`config.mk`:
```
export PLATFORM = sky130hd
export DESIGN_NAME = pass_update_ctrl
export DESIGN_NICKNAME = d
export VERILOG_FILES = /design/src/rtl/pass_update_ctrl.sv
export SDC_FILE = /design/constraint.sdc
export NUM_CORES = 1
export LEC_CHECK = 0
export ABC_AREA = 1
export CAP_MARGIN = 20
export CORE_MARGIN = 2
export CORE_UTILIZATION = 45
export DETAILED_ROUTE_END_ITERATION = 10
export GPL_ROUTABILITY_DRIVEN = 0
export GPL_TIMING_DRIVEN = 0
export PLACE_DENSITY = 0.75
export SYNTH_ARGS = -nofsm -noshare
export SYNTH_HDL_FRONTEND = slang
export SYNTH_SLANG_ARGS = --single-unit
```
`constraint.sdc`:
```
create_clock -name clk -period 1.1 [get_ports clk]
set_input_delay 0.11 -clock clk [delete_from_list [all_inputs] [get_ports clk]]
set_output_delay 0.11 -clock clk [all_outputs]
set_load 0.03 [all_outputs]
```
`src/rtl/pass_update_ctrl.sv`:
```
// Rolling-password update controller downstream of the password checker.
// Optional timed lockout after repeated failures is built when PASS_LOCKOUT_EN is defined.
module pass_update_ctrl #(
  parameter logic [31:0] SEED           = 32'h1D2C3B4A,
  parameter int          OPEN_CYCLES    = 16,
  parameter int          MAX_FAILS      = 3,
  parameter int          LOCKOUT_CYCLES = 64
) (
  input  logic        clk,
  input  logic        rstN,
  input  logic        checkReq,
  input  logic        unlockDoor,
  input  logic        readLock,
  input  logic        readKey,
  input  logic        lockAck,
  input  logic        keyAck,
  output logic [31:0] newPass,
  output logic        writeLock,
  output logic        writeKey,
  output logic        doorOpen,
  output logic        lockout,
  output logic        busy,
  output logic [3:0]  failCount
);

  // state   | meaning
  // IDLE    | waiting for checkReq
  // EVAL    | sample checker result, update failCount
  // GEN     | advance LFSR to the next password
  // WR_LOCK | writeLock request until lockAck
  // WR_KEY  | writeKey request until keyAck
  // OPEN    | doorOpen for OPEN_CYCLES clocks
  // LOCKOUT | lockout for LOCKOUT_CYCLES clocks (PASS_LOCKOUT_EN only)
  typedef enum logic [2:0] {
    IDLE, EVAL, GEN, WR_LOCK, WR_KEY, OPEN
`ifdef PASS_LOCKOUT_EN
    , LOCKOUT
`endif
  } state_t;

  localparam int TMAX = (OPEN_CYCLES > LOCKOUT_CYCLES) ? OPEN_CYCLES : LOCKOUT_CYCLES;
  localparam int TW   = (TMAX > 1) ? $clog2(TMAX) : 1;
  localparam logic [TW-1:0] OPEN_LOAD = TW'(OPEN_CYCLES - 1);
  localparam logic [31:0]   POLY      = 32'h80200003;

  if (SEED == 32'h0 || OPEN_CYCLES < 1 || MAX_FAILS < 1 || MAX_FAILS > 15 || LOCKOUT_CYCLES < 1)
  begin : gBadParams
    $error("pass_update_ctrl: illegal parameter value");
  end

`ifdef PASS_LOCKOUT_EN
  localparam logic [TW-1:0] LOCK_LOAD = TW'(LOCKOUT_CYCLES - 1);
  localparam logic [3:0]    MAX_CNT   = 4'(MAX_FAILS);
`endif

  state_t        state, stateNext;
  logic [TW-1:0] timerCnt;
  logic          match;
  logic [3:0]    failNext;
  logic [31:0]   lfsrShift, lfsrNext;
  logic          lockHit;

  assign match     = unlockDoor & ~readLock & ~readKey;
  assign failNext  = (failCount == 4'hF) ? 4'hF : failCount + 4'd1;
  assign lfsrShift = {1'b0, newPass[31:1]} ^ (newPass[0] ? POLY : 32'h0);
  assign lfsrNext  = (lfsrShift == 32'h0) ? SEED : lfsrShift;
`ifdef PASS_LOCKOUT_EN
  assign lockHit   = (failNext >= MAX_CNT);
`else
  assign lockHit   = 1'b0;
`endif

  always_ff @(posedge clk or negedge rstN) begin
    if (!rstN) state <= IDLE;
    else       state <= stateNext;
  end

  always_comb begin
    stateNext = state;
    writeLock = 1'b0;
    writeKey  = 1'b0;
    doorOpen  = 1'b0;
    lockout   = 1'b0;
    busy      = (state != IDLE);
    case (state)
      IDLE:    if (checkReq) stateNext = EVAL;
      EVAL: begin
        if (match)        stateNext = GEN;
`ifdef PASS_LOCKOUT_EN
        else if (lockHit) stateNext = LOCKOUT;
`endif
        else              stateNext = IDLE;
      end
      GEN:     stateNext = WR_LOCK;
      WR_LOCK: begin
        writeLock = 1'b1;
        if (lockAck) stateNext = WR_KEY;
      end
      WR_KEY: begin
        writeKey = 1'b1;
        if (keyAck) stateNext = OPEN;
      end
      OPEN: begin
        doorOpen = 1'b1;
        if (timerCnt == '0) stateNext = IDLE;
      end
`ifdef PASS_LOCKOUT_EN
      LOCKOUT: begin
        lockout = 1'b1;
        if (timerCnt == '0) stateNext = IDLE;
      end
`endif
      default: stateNext = IDLE;
    endcase
  end

  // One timer serves OPEN and LOCKOUT; it is loaded on entry and runs down to terminal count.
  always_ff @(posedge clk or negedge rstN) begin
    if (!rstN) begin
      newPass   <= SEED;
      failCount <= 4'd0;
      timerCnt  <= '0;
    end else begin
      if (state == EVAL) failCount <= match ? 4'd0 : failNext;
      if (state == GEN)  newPass   <= lfsrNext;
`ifdef PASS_LOCKOUT_EN
      if (state == LOCKOUT && timerCnt == '0) failCount <= 4'd0;
`endif
      if (state == WR_KEY && keyAck)
        timerCnt <= OPEN_LOAD;
`ifdef PASS_LOCKOUT_EN
      else if (state == EVAL && !match && lockHit)
        timerCnt <= LOCK_LOAD;
`endif
      else if (timerCnt != '0)
        timerCnt <= timerCnt - 1'b1;
    end
  end

endmodule
```
Word-level counts from Yosys, hierarchy flattened

Index checks and enable logic that the tools add are counted.

Add/sub/neg operators: 2
Equal/unequal tests: 10
Muxes and demuxes: 15
Bitwise gates (word level): 5
Reduce and logical (&&, ||, !) cells: 8

Operator list:

| operator              | number |
|---|---|
| $mux W32              | 2 |
| $logic_not A32 Y1     | 1 |
| $xor A31 B32 Y32      | 1 |
| $pmux W3 S6           | 1 |
| $mux W3               | 4 |
| $mux W6               | 2 |
| $mux W4               | 2 |
| $ne A2 B2 Y1 const B  | 4 |
| $eq A3 B2 Y1 const B  | 2 |
| $eq A3 B3 Y1 const B  | 2 |
| $logic_not A6 Y1      | 1 |
| $reduce_bool A6 Y1    | 1 |
| $sub A6 B1 Y6 const B | 1 |
| $add A4 B1 Y4 const B | 1 |
| $eq A4 B4 Y1 const B  | 1 |
| $reduce_and A4 Y1     | 1 |
| $eq A3 B1 Y1 const B  | 1 |
| $logic_not A3 Y1      | 1 |
| $mux W1               | 3 |
| $reduce_bool A3 Y1    | 1 |
| $and A1 B1 Y1         | 2 |
| $mux W2               | 1 |
| $not A1 Y1            | 2 |
| $reduce_bool A2 Y1    | 1 |
| $logic_and A1 B1 Y1   | 1 |

Bits in registers: 45
Bits of input ports: 8
Logic and storage cells: 44

Depth between registers and ports, before layout

Gate-level depths: netlist of the first run.

Word-level depth: 5
Mapped depth: 9
Gate-level depth less buffers: 9

Worst setup path before layout of the first run

Ideal clock, no wire load.

Path kind: reg2reg
Start: register state[0]
End: register state[0]
Arrival: 1,276 ps
Path slack: -293 ps
Cell stages (with the launch flop): 7
Clock period less this slack: 1,393 ps
Path through: dfrtp_1 -> inv_1 -> nor3_2 -> nand2_1 -> and2_1 -> nand3_1 -> nand2_1

Longest elaborated chain between the ends: 3
Elaborated cells between the ends (all ways): 12

Ends and longest elaborated chain:

| what                                 | RTL line | source |
|---|---|---|
| start, declared                      | 56       | `state_t state, stateNext;` |
| start signal, assigned               | 75       | `else state <= stateNext;` |
| $eq A3 B3 Y1 (tied with other cells) | 85       | `case (state)` |
| $ne A2 B2 Y1 (no line)               | -        |  |
| $reduce_and A4 Y1 (no line)          | -        |  |

Parallel ways exist; a longest one is shown, timed or not.
A chain may end at the register's enable or synchronous reset.

Worst setup path after layout of the first run

Start: register newPass[0]
End: register newPass[9]

Longest elaborated chain between the ends: 4

Ends and longest elaborated chain:

| what                   | RTL line | source |
|---|---|---|
| start, declared        | 17       | `output logic [31:0] newPass,` |
| start signal, assigned | 125      | `if (state == GEN) newPass <= lfsrNext;` |
| $mux W32               | 65       | `assign lfsrShift = {1'b0, newPass[31:1]} ^ (newPass[0] ? POLY : 32'h0);` |
| $xor A31 B32 Y32       | 65       |  |
| $logic_not A32 Y1      | 66       | `assign lfsrNext = (lfsrShift == 32'h0) ? SEED : lfsrShift;` |
| $mux W32               | 66       |  |

Every way passes these cells.

==> results of run 1 <==
kinds of logic after synthesis:
family / count (synthesis) / synth area share
buf+inv: 57 / 0.101
fa+ha+maj: 3 / 0.0165
simple gates: 131 / 0.245
other cells: 1 / 0.00165
flops: 45 / 0.504
compound gates: 45 / 0.120
xor+xnor: 3 / 0.0116
area by class of cell:
cell class	instances	area share
Multi-Input combinational cell	183	0.343
Sequential cell	45	0.314
Timing Repair Buffer	83	0.215
Inverter	49	0.0553
Buffer	8	0.0254
Clock buffer	8	0.0244
Tap cell	67	0.0227
critical path, stage by stage (launching register included):
cell,delay (ns)
sky130_fd_sc_hd__dfrtp_2,0.46
sky130_fd_sc_hd__nor2_1,0.13
sky130_fd_sc_hd__nand2_1,0.09
sky130_fd_sc_hd__nor2_1,0.11
sky130_fd_sc_hd__nand2_1,0.10
sky130_fd_sc_hd__nor2_4,0.11
sky130_fd_sc_hd__nand2_4,0.09
sky130_fd_sc_hd__buf_4,0.16
sky130_fd_sc_hd__a21oi_2,0.15
sequential cells by signal, summed over array words and instances (netlist names):
register   cells
state          3
newPass       32
failCount      4
timerCnt       6
per-layer routing:
layer  track usage  up-vias  part of all wire
met1         0.291     1125              0.41
met4        0.0516        0             0.045
met2         0.342      148              0.47
met3        0.0388       34             0.076
met5             0        -                 0
li1              -     1055                 -
power by group through the flow:
stage | registers, mW | clock network (mW) | logic (mW)
2_1_floorplan | 4.60 | 0 | 2.42
3_3_place_gp | 3.48 | 0 | 5.39
3_5_place_dp | 3.49 | 0 | 5.53
4_1_cts | 3.51 | 1.07 | 5.91
5_1_grt | 3.81 | 1.16 | 8.02
6_report | 3.72 | 1.10 | 7.53
cell usage in the layout (no fill, tap or decap), types with 3 or more instances in the layout:
| master | netlist | final |
|---|---|---|
| sky130_fd_sc_hd__clkbuf_8 | 0 | 6 |
| sky130_fd_sc_hd__o21ai_1 | 1 | 10 |
| sky130_fd_sc_hd__a21oi_1 | 9 | 3 |
| sky130_fd_sc_hd__buf_8 | 0 | 3 |
| sky130_fd_sc_hd__nand3_4 | 0 | 4 |
| sky130_fd_sc_hd__or2_2 | 5 | 4 |
| sky130_fd_sc_hd__dfrtp_1 | 30 | 18 |
| sky130_fd_sc_hd__buf_4 | 1 | 20 |
| sky130_fd_sc_hd__dfrtp_2 | 0 | 12 |
| sky130_fd_sc_hd__inv_2 | 4 | 7 |
| sky130_fd_sc_hd__nand2_1 | 66 | 43 |
| sky130_fd_sc_hd__dfstp_2 | 15 | 15 |
| sky130_fd_sc_hd__nor2_1 | 39 | 26 |
| sky130_fd_sc_hd__a21oi_2 | 10 | 15 |
| sky130_fd_sc_hd__nor2_4 | 0 | 8 |
| sky130_fd_sc_hd__inv_4 | 0 | 4 |
| sky130_fd_sc_hd__buf_2 | 3 | 22 |
| sky130_fd_sc_hd__nor2_2 | 0 | 5 |
| sky130_fd_sc_hd__nand2_4 | 0 | 10 |
| sky130_fd_sc_hd__buf_6 | 1 | 32 |
| sky130_fd_sc_hd__nand2_2 | 2 | 15 |
| sky130_fd_sc_hd__o21ai_2 | 0 | 10 |
| sky130_fd_sc_hd__clkbuf_16 | 0 | 4 |
| sky130_fd_sc_hd__inv_1 | 45 | 36 |
| sky130_fd_sc_hd__clkdlybuf4s50_1 | 0 | 6 |
through the flow:
| stage | power (mW) | cells |
|---|---|---|
| 2_1_floorplan | 7.02 | 285 |
| 3_3_place_gp | 8.86 | 399 |
| 3_5_place_dp | 9.01 | 400 |
| 4_1_cts | 10.5 | 424 |
| 5_1_grt | 13.0 | 443 |
| 6_report | 12.3 | 443 |
worst max-delay path by stage:
stage | depth (start not counted) | slack (ns) | from | endpoint
after floorplan | 7 | -0.23 | newPass[1] | newPass[19]
after global placement | 1 | -1.47 | rstN | newPass[0]
after detailed placement | 4 | -0.41 | state[2] | writeLock
after CTS | 8 | -0.26 | newPass[17] | newPass[18]
after global routing | 8 | -0.46 | newPass[7] | newPass[9]
final | 8 | -0.37 | newPass[0] | newPass[9]
Yosys cell counts, types with 4 or more instances:
library cell / number / area share
sky130_fd_sc_hd__a21oi_1: 9 / 0.020
sky130_fd_sc_hd__a21oi_2: 10 / 0.039
sky130_fd_sc_hd__dfrtp_1: 30 / 0.33
sky130_fd_sc_hd__dfstp_2: 15 / 0.17
sky130_fd_sc_hd__inv_1: 45 / 0.074
sky130_fd_sc_hd__inv_2: 4 / 0.0066
sky130_fd_sc_hd__nand2_1: 66 / 0.11
sky130_fd_sc_hd__nand3_1: 7 / 0.015
sky130_fd_sc_hd__nor2_1: 39 / 0.064
sky130_fd_sc_hd__o21ai_0: 21 / 0.046
sky130_fd_sc_hd__or2_2: 5 / 0.014
what timing repair did:
action	in CTS	in global routing
hold buffers	1	0
buffers inserted	15	17
hold endpoints to repair	15	0
cloned	0	4
gates resized for setup	260	122
endpoints found under the setup margin	84	65
pin swaps	10	24
==> run summary, run 1 <==
Achievable clock frequency: 0.680 GHz. The dominant register cell in the synthesized netlist is sky130_fd_sc_hd__dfrtp_1. After the first detailed-routing iteration, the DRC count stood at 218.

After filler insertion, the fill cell instance count of the layout stands at 278. The via density per instance is 5.33, and the initial cell density of the core is 0.474. No sink is reached through more buffers than the 2 on the longest clock path. Top-level port count: 49. The area growth from synthesis to layout is 62.6%.

Summed over all nets, the switching power comes to 5.96 mW. The number of nets at the end of the flow is 386, and the die extent in x is 75.0 um. The total overflow left after global routing is 0. The tightest min-delay check is of the in -> async type. For the finished layout, the period the worst path requires is 1.47 ns. The slew at the pin closest to its max-slew limit is 0.561 ns, and the number of nets in the synthesized netlist is 296.

The run gives 0.00389 ns as the largest clock skew in the final design. The run gives 0 as the final hold violation count. Entering global routing, the biggest net connects 27 pins.

Switching part of the total: 0.483. Once detailed placement completed, the half-perimeter wirelength came to 3.67 mm. The tools report the setup slack of the critical path after layout as -0.371 ns.

Fraction of the cycle the final worst path needs: 1.34. The tools report the number of H-tree levels as 2. The number of flops mapped to enable cells by yosys is 0, and the clock latency reported for the late side of the worst-skew pair is 0.30 ns. The proportion of power drawn by the clock network is 0.089. The tree built by TritonCTS fans out to 45 sinks. The final count of pins violating max slew is 0.

For the flip-flop and latch area, the log shows 0.00116 mm2. The run gives 0.625 as the relative slew slack. Setup repair after global routing could not meet its margin everywhere.

The share of post-route cells with drive strength above 1 came out at 0.566. The wire length of the first global-routing pass is 9.00 mm. The fraction of synthesis flops using an asynchronous set or reset pin is 1.00, and the sequential area share after synthesis is 0.504. For the post-synthesis cell area, the log shows 0.00227 mm2.

Total routed wirelength: 7.45 mm. Worst hold margin: 0.300 ns. STA classifies the critical path endpoint as a register. The tools report the fraction of the core area covered by cells at the end of the flow as 0.771. Setup violations remaining at the end of the flow were counted as 65. The count of synthesis-stage warnings from yosys was 0. The worst register-to-register path ends at newPass[9]. Measured along the y axis, the die boundary spans 75.0 um. The setup path with the least slack is of type reg -> reg. The tool flagged a number of max-cap violations equal to 0.

Before antenna repair, the detailed router went through 7 iterations. The power density over cell area is 3350 mW/mm2, and the standard-cell row count is 25. The floorplan step defined a die boundary enclosing 0.00563 mm2. The final route contains 2362 vias. For the via count of the first global-routing pass, the log shows 1925.

The number of buffers created by CTS is 5. After synthesis the netlist holds a flip-flop and latch count of 45. The setup slack after placement was -0.413 ns; the peak ir drop on the vdd network was 0.00194 V. The cell internal power dissipation was 6.39 mW.

The maximum net fanout on the critical path came out at 7. The run gives 35 as the number of unique standard cell types used by synthesis. For the worst setup path, the data required time is 1.33 ns. In the final timing run, aggregate negative setup slack is -10.47 ns. The combinational fraction of design power was 0.610. The final reports fail on negative setup slack.

Data on the critical path arrives at its endpoint at 1.70 ns. The run gives 1.83 nW as the total leakage power. The initial antenna violation count was 0. The mean cell area of the mapped netlist is 7.96 um2. The clock transition at the registers of the reported paths was 0.08 ns.

The number of design rule violations left after detail routing came out at 0. The repair_antennas step left the layout with diodes totalling 0. For the worst flop-to-flop path, the logic depth is 8. The multi-input combinational cell area is 0.00126 mm2. The placed instance area was 0.00291 mm2. After routing the design area is 0.00369 mm2.

The run finished, with violations left. STA classifies the critical path startpoint as a register. The synthesized netlist cell count was 285. Input and output buffers added on the ports amount to 47.

TritonCTS built the clock tree. Across all register-to-register paths, the minimum setup slack is -0.37 ns. Once detail routing completed, the nets flagged for antenna violations numbered 0. Clock tree synthesis selected as its root buffer the cell sky130_fd_sc_hd__clkbuf_8. The region available for standard cell placement spans 0.00479 mm2. The run gives 0.301 as the fraction of power consumed by sequential logic. Overall routing resource usage: 0.210.

The tools report the reg-to-reg startpoint as newPass[0]. After detailed routing, the average wire length per cell comes to 16.8 um.
No activity file was read; power rests on OpenSTA's default activity.
==> run 2, diff against run 1 <==
--- a/config.mk
+++ b/config.mk
@@ -6,13 +6,14 @@
 export NUM_CORES = 1
 export LEC_CHECK = 0
 export ABC_AREA = 1
+export ABC_CLOCK_PERIOD_IN_PS = 1100
 export CAP_MARGIN = 20
 export CORE_MARGIN = 2
 export CORE_UTILIZATION = 45
 export DETAILED_ROUTE_END_ITERATION = 10
 export GPL_ROUTABILITY_DRIVEN = 0
 export GPL_TIMING_DRIVEN = 0
-export PLACE_DENSITY = 0.75
+export PLACE_DENSITY_LB_ADDON = 0.08
 export SYNTH_ARGS = -nofsm -noshare
 export SYNTH_HDL_FRONTEND = slang
 export SYNTH_SLANG_ARGS = --single-unit
==> run 2 against run 1 <==
The flow still finishes with violations (negative setup slack). Sequential power down 2%. Critical path depth did not move. Register-to-register slack improved by 0.05 ns. Clock-buffer cell count decreased by 1. Critical path type unchanged. Critical endpoint is now newPass[28]. Highest routed layer unchanged.
==> run summary, run 2 (same netlist as run 1, synthesis figures left out) <==
The share of post-route cells with drive strength above 1 is 0.570 (+0.00340), and the met3 wire length is 317 um (-44%). The fraction of the cycle the final worst path needs is 1.29 (-0.0496). The flip-flop count of the largest register, all copies and words added came out at 32 (unchanged). The run gives 49 (unchanged) as the top-level port count. The run gives 0 (unchanged) as the final hold violation count. The tools report the cell chosen for the clock root as sky130_fd_sc_hd__clkbuf_8. The count of endpoints failing setup in the final report is 59 (-9.2%), and the depth of the worst register-to-register path is 8 (unchanged).

The path type of the worst setup path was reg -> reg. The tools report the achievable clock frequency as 0.706 GHz (+3.9%). Top metal layer carrying routed signals: met4. STA classifies the critical path startpoint as a register. The run gives 3.25 mm (-7.2%) as the met2 layer wire length in the routed design. Leaving out fill and tap cells, the most frequent cells in the layout are 42 x sky130_fd_sc_hd__nand2_1, 37 x sky130_fd_sc_hd__inv_1, 35 x sky130_fd_sc_hd__buf_6, 30 x sky130_fd_sc_hd__nor2_1. The path class of the lowest-slack min-delay path was in -> async. The wire length per cell works out to 14.5 um (-14%). The logs give 3.53 mm (-3.8%) for the half-perimeter wire length after placement and 1.64 ns (-0.06 ns) for the worst path arrival time. The fraction of the core area covered by cells at the end of the flow was 0.752 (-0.0191); the setup slack after placement was -0.407 ns (+0.00618 ns).

The number of design rule violations left after detail routing was 0 (unchanged). The power density over cell area came out at 3310 mW/mm2 (-1.0%). The number of H-tree levels came out at 2 (unchanged). The tools report the number of DRC violations after detailed-routing iteration 0 as 114 (-48%). For the initial antenna violation count, the log shows 0 (unchanged).

The endpoint identified for the worst register-to-register timing path is newPass[28]. Setup repair after global routing could not meet its margin everywhere. The clock transition at the registers of the reported paths works out to 0.09 ns (about the same). TritonCTS built the clock tree. For the wire length of the first global-routing pass, the log shows 8.76 mm (-2.7%). The tools report the clock latency reported for the late side of the worst-skew pair as 0.30 ns (about the same). The tools report the overall power after layout as 11.9 mW (-3.5%). The standard-cell row count is 25 (unchanged), and the via density per instance is 4.85 (-9.0%). The height of the die is 75.0 um (unchanged). The run gives 4 (-3) as the first-pass iteration count of the detailed router.

The logs give 45 (unchanged) for the number of sinks on the clock net and 382 (-1.0%) for the number of nets at the end of the flow. The run gives 0 (unchanged) as the number of max-cap violations. The worst setup path is captured at a register. The tools report the met1 routed wirelength after detailed routing as 2.72 mm (-11%). The setup slack of the most critical reg-to-reg path is -0.32 ns (+0.05 ns), and the final period demand of the worst path is 1.42 ns (-0.0546 ns).

The die extent in x was 75.0 um (unchanged). The run gives 0.00563 mm2 (unchanged) as the area enclosed by the die boundary. The final antenna diode count was 0 (unchanged); the initial cell density of the core was 0.474 (unchanged). For the total number of vias, the log shows 2131 (-9.8%). The overall routing resource usage came out at 0.208 (-0.00169). The run gives 0.00479 mm2 (unchanged) as the core area.

The final reports fail on negative setup slack. Most common cell after layout, fill and taps aside: sky130_fd_sc_hd__nand2_1. The number of buffers created by CTS came out at 5 (unchanged). The number of buffers inserted by port buffering was 47 (unchanged); the required arrival time at the worst endpoint was 1.33 ns (about the same). The largest registers in the layout are newPass: 32 flops, timerCnt: 6 flops, failCount: 4 flops. The maximum net fanout on the critical path is 10 (+3). The tools report the total leakage power as 1.76 nW (-3.6%). The accumulated negative setup slack was -9.41 ns (+1.06 ns). The register with the most flip-flops was newPass.

The cell area after layout is 0.00360 mm2 (-2.5%), and the via count of the first global-routing pass is 1824 (-5.2%). The tools report the setup slack of the critical path after layout as -0.316 ns (+0.0546 ns). The peak ir drop on the vdd network is 0.00191 V (-1.4%), and the maximum number of pins on one net before global-route repair is 27 (unchanged). The global-route congestion overflow total is 0 (unchanged), and the largest clock skew in the final design is 0.00934 ns (+0.00545 ns). The final count of pins violating max slew is 0 (unchanged), and the worst-case clock buffer depth is 2 (unchanged).

The flow ran to the end, but the final reports show violations. The run gives 0 (unchanged) as the remaining antenna violation count. The startpoint identified for the worst register-to-register timing path is newPass[0].

The placed instance area was 0.00291 mm2 (unchanged); the synthesis-to-finish area growth was 58.5%. The total routed wirelength came out at 6.35 mm (-15%).
-- run 2: cell count changes in the layout (fill, tap and decap cells not counted), sizes merged --
| cell | before | now |
|---|---|---|
| clkdlybuf4s15 | 1 | 0 |
| clkinv | 1 | 2 |
| clkbuf | 12 | 9 |
| buf | 79 | 78 |
-- run 2: per-layer routing --
metal | up-vias | GRT usage
li1 | 1049 | -
met1 | 1013 | 0.299
met2 | 61 | 0.326
met3 | 8 | 0.0402
met4 | 0 | 0.0536
met5 | - | 0
-- run 2: repair_timing --
item / CTS / global route
endpoints found under the hold margin: 16 / 0
resized for setup: 291 / 93
endpoints found under the setup margin: 84 / 66
gates cloned: 2 / 0
hold buffers: 1 / 0
pin swaps: 13 / 22
buffers inserted: 16 / 15
-- run 2: layout make-up --
cell class | instances | area (um2)
Buffer | 6 | 67.6
Clock buffer | 7 | 76.3
Clock inverter | 1 | 5.00
Fill cell | 339 | 1190
Inverter | 49 | 201
Multi-Input combinational cell | 183 | 1250
Sequential cell | 45 | 1160
Tap cell | 67 | 83.8
Timing Repair Buffer | 81 | 754
-- run 2: worst max path at each step --
stage	start	endpoint	slack, ns	cells past startpoint
floorplan	newPass[1]	newPass[19]	-0.23	7
global placement	rstN	newPass[4]	-1.49	1
detailed placement	state[0]	writeKey	-0.41	4
CTS	state[0]	busy	-0.26	5
global route	newPass[0]	newPass[28]	-0.38	8
finish	newPass[0]	newPass[28]	-0.32	8
-- run 2: metrics by stage --
stage | hold WS, ns | cells
6_report | 0.290 | 439
5_1_grt | 0.333 | 439
4_1_cts | 0.306 | 427
3_5_place_dp | 0.102 | 400
3_3_place_gp | 0.484 | 399
2_1_floorplan | -0.186 | 285
-- run 2: critical path, stage by stage, from the launching register on --
cell and delay [ns]:
sky130_fd_sc_hd__dfrtp_2 0.45, sky130_fd_sc_hd__inv_2 0.09, sky130_fd_sc_hd__nand2_1 0.08, sky130_fd_sc_hd__nand2_1 0.08, sky130_fd_sc_hd__nand3_2 0.08, sky130_fd_sc_hd__nor2_1 0.13, sky130_fd_sc_hd__nand2_2 0.11, sky130_fd_sc_hd__buf_8 0.17
sky130_fd_sc_hd__a21oi_2 0.14
-- run 2: report_power, final --
group	switching (mW)	internal [mW]
Combinational	4.12	3.14
Sequential	0.955	2.70
Clock	0.560	0.447
Total	5.64	6.28
